$ cat src/rtl/hex_display_scanner.sv
// Scans two synchronized nibbles onto one shared segment decoder with blanked gaps between digits.
// Latency: digit input reaches the display at that digit's next slot (2 sync edges + up to 2*REFRESH_CYCLES).
// No backpressure: free-running scan; en low forces the display dark on the next edge.
module hex_display_scanner #(
  parameter int REFRESH_CYCLES = 24000,
  parameter int BLANK_CYCLES   = 480
) (
  input  logic       clk,
  input  logic       reset_n,
  input  logic       en,
  input  logic [3:0] digit0,
  input  logic [3:0] digit1,
  output logic [3:0] hex_sel,
  output logic [1:0] an,
  output logic       active_digit,
  output logic       frame_tick
);

  localparam int CW = (REFRESH_CYCLES > 1) ? $clog2(REFRESH_CYCLES) : 1;
  localparam logic [CW-1:0] SHOW_LAST = CW'(REFRESH_CYCLES - BLANK_CYCLES - 1);
  localparam logic [CW-1:0] GAP_LAST  = CW'(BLANK_CYCLES - 1);

  typedef enum logic [2:0] {
    ST_OFF,
    ST_SHOW0,
    ST_GAP0,
    ST_SHOW1,
    ST_GAP1
  } state_t;

  state_t        state, state_nxt;
  logic [CW-1:0] cnt;
  logic [3:0]    meta0, meta1, sync0, sync1;
  logic [3:0]    snap0, snap1;

  // Switch inputs are asynchronous to clk.
  always_ff @(posedge clk or negedge reset_n) begin
    if (!reset_n) begin
      meta0 <= '0;
      meta1 <= '0;
      sync0 <= '0;
      sync1 <= '0;
    end else begin
      meta0 <= digit0;
      meta1 <= digit1;
      sync0 <= meta0;
      sync1 <= meta1;
    end
  end

  always_comb begin
    state_nxt = state;
    case (state)
      ST_OFF:   state_nxt = ST_SHOW0;
      ST_SHOW0: if (cnt == SHOW_LAST) state_nxt = ST_GAP0;
      ST_GAP0:  if (cnt == GAP_LAST)  state_nxt = ST_SHOW1;
      ST_SHOW1: if (cnt == SHOW_LAST) state_nxt = ST_GAP1;
      ST_GAP1:  if (cnt == GAP_LAST)  state_nxt = ST_SHOW0;
      default:  state_nxt = ST_OFF;
    endcase
    // Dropping en overrides any slot timeout in the same cycle.
    if (!en) state_nxt = ST_OFF;
  end

  always_ff @(posedge clk or negedge reset_n) begin
    if (!reset_n) begin
      state <= ST_OFF;
      cnt   <= '0;
      snap0 <= '0;
      snap1 <= '0;
    end else begin
      state <= state_nxt;
      if (state_nxt != state || state_nxt == ST_OFF) cnt <= '0;
      else                                           cnt <= cnt + 1'b1;
      if (state_nxt == ST_SHOW0 && state != ST_SHOW0) snap0 <= sync0;
      if (state_nxt == ST_SHOW1 && state != ST_SHOW1) snap1 <= sync1;
    end
  end

  // Outputs decode only registered state, so an can never glitch to 00.
  always_comb begin
    an           = 2'b11;
    hex_sel      = 4'h0;
    active_digit = 1'b0;
    frame_tick   = 1'b0;
    case (state)
      ST_SHOW0: begin
        an         = 2'b10;
        hex_sel    = snap0;
        frame_tick = (cnt == '0);
      end
      ST_GAP0: hex_sel = snap0;
      ST_SHOW1: begin
        an           = 2'b01;
        hex_sel      = snap1;
        active_digit = 1'b1;
      end
      ST_GAP1: begin
        hex_sel      = snap1;
        active_digit = 1'b1;
      end
      default: ;
    endcase
  end

endmodule

$ cat config.mk
export PLATFORM = sky130hd
export DESIGN_NAME = hex_display_scanner
export DESIGN_NICKNAME = d
export VERILOG_FILES = /design/src/rtl/hex_display_scanner.sv
export SDC_FILE = /design/constraint.sdc
export NUM_CORES = 1
export LEC_CHECK = 0
export CORE_ASPECT_RATIO = 0.5
export CORE_UTILIZATION = 60
export CTS_CLUSTER_DIAMETER = 40
export CTS_CLUSTER_SIZE = 24
export DETAILED_ROUTE_END_ITERATION = 7
export PLACE_DENSITY = 0.83
export SLEW_MARGIN = 20
export SYNTH_ARGS = -nofsm -noshare
export SYNTH_HDL_FRONTEND = slang
export SYNTH_SLANG_ARGS = --single-unit
$ cat constraint.sdc
create_clock -name clk -period 5.21 [get_ports clk]
set_clock_uncertainty 0.05 [all_clocks]
set_input_delay 1.042 -clock clk [delete_from_list [all_inputs] [get_ports clk]]
set_output_delay 1.042 -clock clk [all_outputs]
set_load 0.02 [all_outputs]
# ---- Word-level counts from Yosys, hierarchy flattened
# Index checks and enable logic that the tools add are counted.
dict set report classes {
  n_addsub 1
  eq_ne 11
  n_mux 11
  n_reduce_logical 8
}
# op count
set op_table {}
lappend op_table {{$add 15x1->15 const B} 1}
lappend op_table {{$eq 15x15->1 const B} 1}
lappend op_table {{$eq 15x9->1 const B} 1}
lappend op_table {{$logic_not 15->1} 1}
lappend op_table {{$mux 15} 1}
lappend op_table {{$mux 3} 5}
lappend op_table {{$pmux 3 s5} 1}
lappend op_table {{$eq 3x2->1 const B} 3}
lappend op_table {{$pmux 4 s2} 1}
lappend op_table {{$eq 3x1->1 const B} 2}
lappend op_table {{$logic_not 3->1} 2}
lappend op_table {{$pmux 2 s2} 1}
lappend op_table {{$reduce_or 2->1} 2}
lappend op_table {{$eq 3x3->1 const B} 1}
lappend op_table {{$ne 3x1->1 const B} 1}
lappend op_table {{$ne 3x2->1 const B} 1}
lappend op_table {{$ne 3x3->1} 1}
lappend op_table {{$logic_and 1x1->1} 2}
lappend op_table {{$mux 1} 2}
lappend op_table {{$logic_or 1x1->1} 1}
dict set report totals {
  regBits 42
  in_bits 11
  output_inout_bits 8
  elab_cells 39
}

# ---- Longest topological paths before layout
dict set report depth {
  word_depth 7
  depth_mapped 7
  ltp_nobuf 5
}

# ---- Worst setup path before layout
# OpenSTA, ideal clock, no wires.
dict set report synth_timing {
  kind {reg2out}
  startpoint {register state[2]}
  endpoint {output frame_tick}
  arrival_time_ns 1.654
  t_required_ns 4.118
  setup_slack_ns 2.464
  path_stages_with_launch 5
  cell_sequence {dfrtp_1 > clkbuf_1 > nor2b_1 > nand2_1 > nor4_1}
}
dict set report synth_between {
  elab_chain_cells 2
}
# element line_no
set synth_lines {}
lappend synth_lines {{start: declaration} 31} ;# state_t state, state_nxt;
lappend synth_lines {{start signal: assignment} 72} ;# state <= state_nxt;
lappend synth_lines {{$eq 3x1->1} 86} ;# case (state)
lappend synth_lines {{$mux 1} 86}
lappend synth_lines {{end: declaration} 16} ;# output logic frame_tick
# Every way passes these cells.

# ---- Worst setup path after layout
dict set report layout_timing {
  startpoint {register state[0]}
  endpoint {output frame_tick}
}
# The elaborated chain is that of the path after synthesis.

==> impl_metrics.env <==
export IMPL_status="finished, final reports clean"
export IMPL_synth_area_leaders="dfrtp_1 55%, mux2_2 7.0%, xnor2_1 5.0%"
export IMPL_multi_input_area_sq_um=803
export IMPL_synth_area_leader_cell="dfrtp_1"
export IMPL_core_area_sq_um=3030
export IMPL_synth_top_family_by_area="simple AND/OR/NAND/NOR gates"
export IMPL_fp_dieW_um=82.1
export IMPL_drc=0
export IMPL_rows=14
export IMPL_regArea_sq_um=1050
export IMPL_ys_flop_type="dfrtp_1"
export IMPL_port_buffers=18
export IMPL_slew_viol_final=0
export IMPL_synth_seq_cells=42
export IMPL_grt_overflow_total=0
export IMPL_routedWlPerCell_um=15.0
export IMPL_grt_usage_pct=23.7
export IMPL_relSlewSlack_pct=38.3
export IMPL_initialDrtViolationCount=65
export IMPL_drive_above_1_share_pct=14.7
export IMPL_setup_viol=0
export IMPL_r2r_cells=5
export IMPL_path_max_fanout=10
export IMPL_tightestPinTransition_ns=0.925
export IMPL_ys_types=37
export IMPL_period_minus_slack_ns=3.35
export IMPL_r2r_end="snap1[0]"
export IMPL_period_share_pct=64.4
export IMPL_syn_area_sq_um=1930
export IMPL_initial_core_util_pct=63.6
export IMPL_max_vdd_ir_drop_mv=0.194
export IMPL_fin_setup_tns_ns=0
export IMPL_syn_num_nets=184
export IMPL_ant_nets=0
export IMPL_syn_area_per_cell_sq_um=11.3
export IMPL_p_per_area_nw_per_um2=274
export IMPL_synthDominantCellAreaShare_pct=54.5
export IMPL_cts_sinks=42
export IMPL_htree_levels=2
export IMPL_grt_pass1_vias=1269
export IMPL_dp_hpwl_um=2410
export IMPL_static_leakage_power_nw=0.900
export IMPL_muxShareOfSynthArea_pct=7.01
export IMPL_cts_repair_resize_count=0
export IMPL_vias_per_cell=5.64
export IMPL_cts_made_buffers=5
export IMPL_reg2reg_slack_ns=3.18
export IMPL_area_growth_syn_to_layout_pct=13.8
export IMPL_boundaryPins=19
export IMPL_post_cts_setup_buffers=0
export IMPL_worst_setup_path_end_kind="primary output"
export IMPL_required_ns=4.12
export IMPL_worstHoldStart="meta1[1]"
export IMPL_hold_viol_final=0
export IMPL_grt_max_degree=43
export IMPL_vias=1303
export IMPL_totalWireLength_um=3470
export IMPL_fill_cells=225
export IMPL_synth_edf_count=0
export IMPL_holdPathStages=0
export IMPL_hp_class="flip-flop to flip-flop"
export IMPL_yosysSeqAreaShare_pct=54.5
export IMPL_grt_pass1_wl_um=5890
export IMPL_antennaDiodeCount=0
export IMPL_dieArea_sq_um=3460
export IMPL_clk_latency_ns=0.29
export IMPL_timing_fmax_mhz=298
export IMPL_synth_warnings=0
export IMPL_synth_fa_ha_area_share_pct=1.30
export IMPL_cts_root_buf="clkbuf_8"
export IMPL_antenna_found_initial=0
export IMPL_power_total_uw=601
export IMPL_whs_endpoint="sync1[1]"
export IMPL_synthSimpleGateAreaFrac_pct=21.4
export IMPL_synth_xor_xnor_area_share_pct=5.91
export IMPL_die_y_um=42.1
export IMPL_gp_congestion=0.849
export IMPL_arrival_ns=2.26
export IMPL_drtPass1Iterations=4
export IMPL_synth_compound_area_share_pct=6.04
export IMPL_rsz0062_at_grt="false"
export IMPL_syn_inst=171
export IMPL_drv_cap=0
export IMPL_ys_async_sr_fraction_pct=100
export IMPL_clk_pin_slew_ns=0.08
export IMPL_cts_tree="done"
export IMPL_cts_buffer_depth=2
export IMPL_start_kind="flip-flop"
export IMPL_finalNetCount=203
export IMPL_path_class="flip-flop to primary output"
export IMPL_hold_buffers=0
export IMPL_reg2reg_from="cnt[0]"
==> cells in the final DEF, fill, tap and decap left out, drive strengths merged, types with 6 or more instances in the layout <==
cell type      count
clkdlybuf4s50     17
dfrtp             42
inv                7
nand3              7
nand2             14
clkbuf             6
mux2              12
nor4               7
nor2              25
xnor2             11
==> logic make-up after synthesis <==
| group | Yosys count |
|---|---|
| simple gates | 74 |
| flops | 42 |
| compound gates | 15 |
| xor+xnor | 13 |
| buf+inv | 13 |
| mux | 12 |
| fa+ha+maj | 2 |
==> area by class of cell <==
cell class / count / share of cell area, %
sequential: 42 / 47.9
timing repair buffer: 18 / 7.99
multi-input combinational: 116 / 36.6
tap: 40 / 2.28
clock inverter: 2 / 0.628
clock buffer: 6 / 3.31
inverter: 7 / 1.20
==> Yosys cell counts, types with 2 or more instances <==
| cell | n |
|---|---|
| dfrtp_1 | 42 |
| nor2b_1 | 3 |
| nand3_1 | 6 |
| nor3_1 | 3 |
| ha_1 | 2 |
| nor2_1 | 25 |
| nand4_1 | 5 |
| xnor2_1 | 11 |
| o21ai_0 | 5 |
| nor4_1 | 5 |
| mux2_2 | 12 |
| a22oi_1 | 5 |
| nor4_4 | 2 |
| nand2_1 | 14 |
| xor2_1 | 2 |
| buf_2 | 2 |
| inv_1 | 7 |
==> worst max-delay path: stages, from the launching register on <==
cell             delay (ns)
dfrtp_1                0.57
nor2b_1                0.26
nand2_1                0.13
nor4_1                 0.35
clkdlybuf4s50_1        0.66
==> sequential cells by signal, indices dropped and copies added, names as in the netlist <==
signal	count
snap1	4
sync1	4
state	3
meta0	4
sync0	4
meta1	4
cnt	15
snap0	4
==> through the flow <==
step | instances | hold slack (ns) | instance area (sq um) | utilization (%) | setup WS [ns]
2_1_floorplan | 171 | 0.281 | 1930 | - | 2.46
3_3_place_gp | 223 | 0.283 | 2110 | 69.5 | 2.24
3_5_place_dp | 223 | 0.288 | 2110 | 69.5 | 2.21
4_1_cts | 231 | 0.304 | 2190 | 72.3 | 1.88
5_1_grt | 231 | 0.306 | 2190 | 72.3 | 1.78
6_report | 231 | 0.298 | 2190 | 72.3 | 1.86
==> how the worst max path moves through the flow <==
| stage | startpoint | slack, ns | depth (start not counted) | to |
|---|---|---|---|---|
| after global routing | state[0] | 1.78 | 4 | frame_tick |
| after CTS | state[0] | 1.88 | 4 | frame_tick |
| after detailed placement | state[0] | 2.21 | 4 | frame_tick |
| after global placement | state[0] | 2.24 | 4 | frame_tick |
| after floorplan | state[2] | 2.46 | 4 | frame_tick |
| final | state[0] | 1.86 | 4 | frame_tick |
==> power by group <==
part	switching [mW]	internal (mW)	total, mW	leakage, nW
Clock	0.111	0.0945	0.206	0.0452
Combinational	0.0243	0.0251	0.0494	0.317
Sequential	0.00783	0.338	0.346	0.538
==> layer usage <==
layer / global-route usage [%] / routed length, um / vias to the layer above
met5: 0 / 0 / -
met4: 8.42 / 32 / 0
met3: 6.52 / 137 / 5
met2: 37.0 / 1670 / 28
met1: 32.0 / 1630 / 642
li1: - / - / 628
Note: power is estimated with default switching activity, not from simulation.
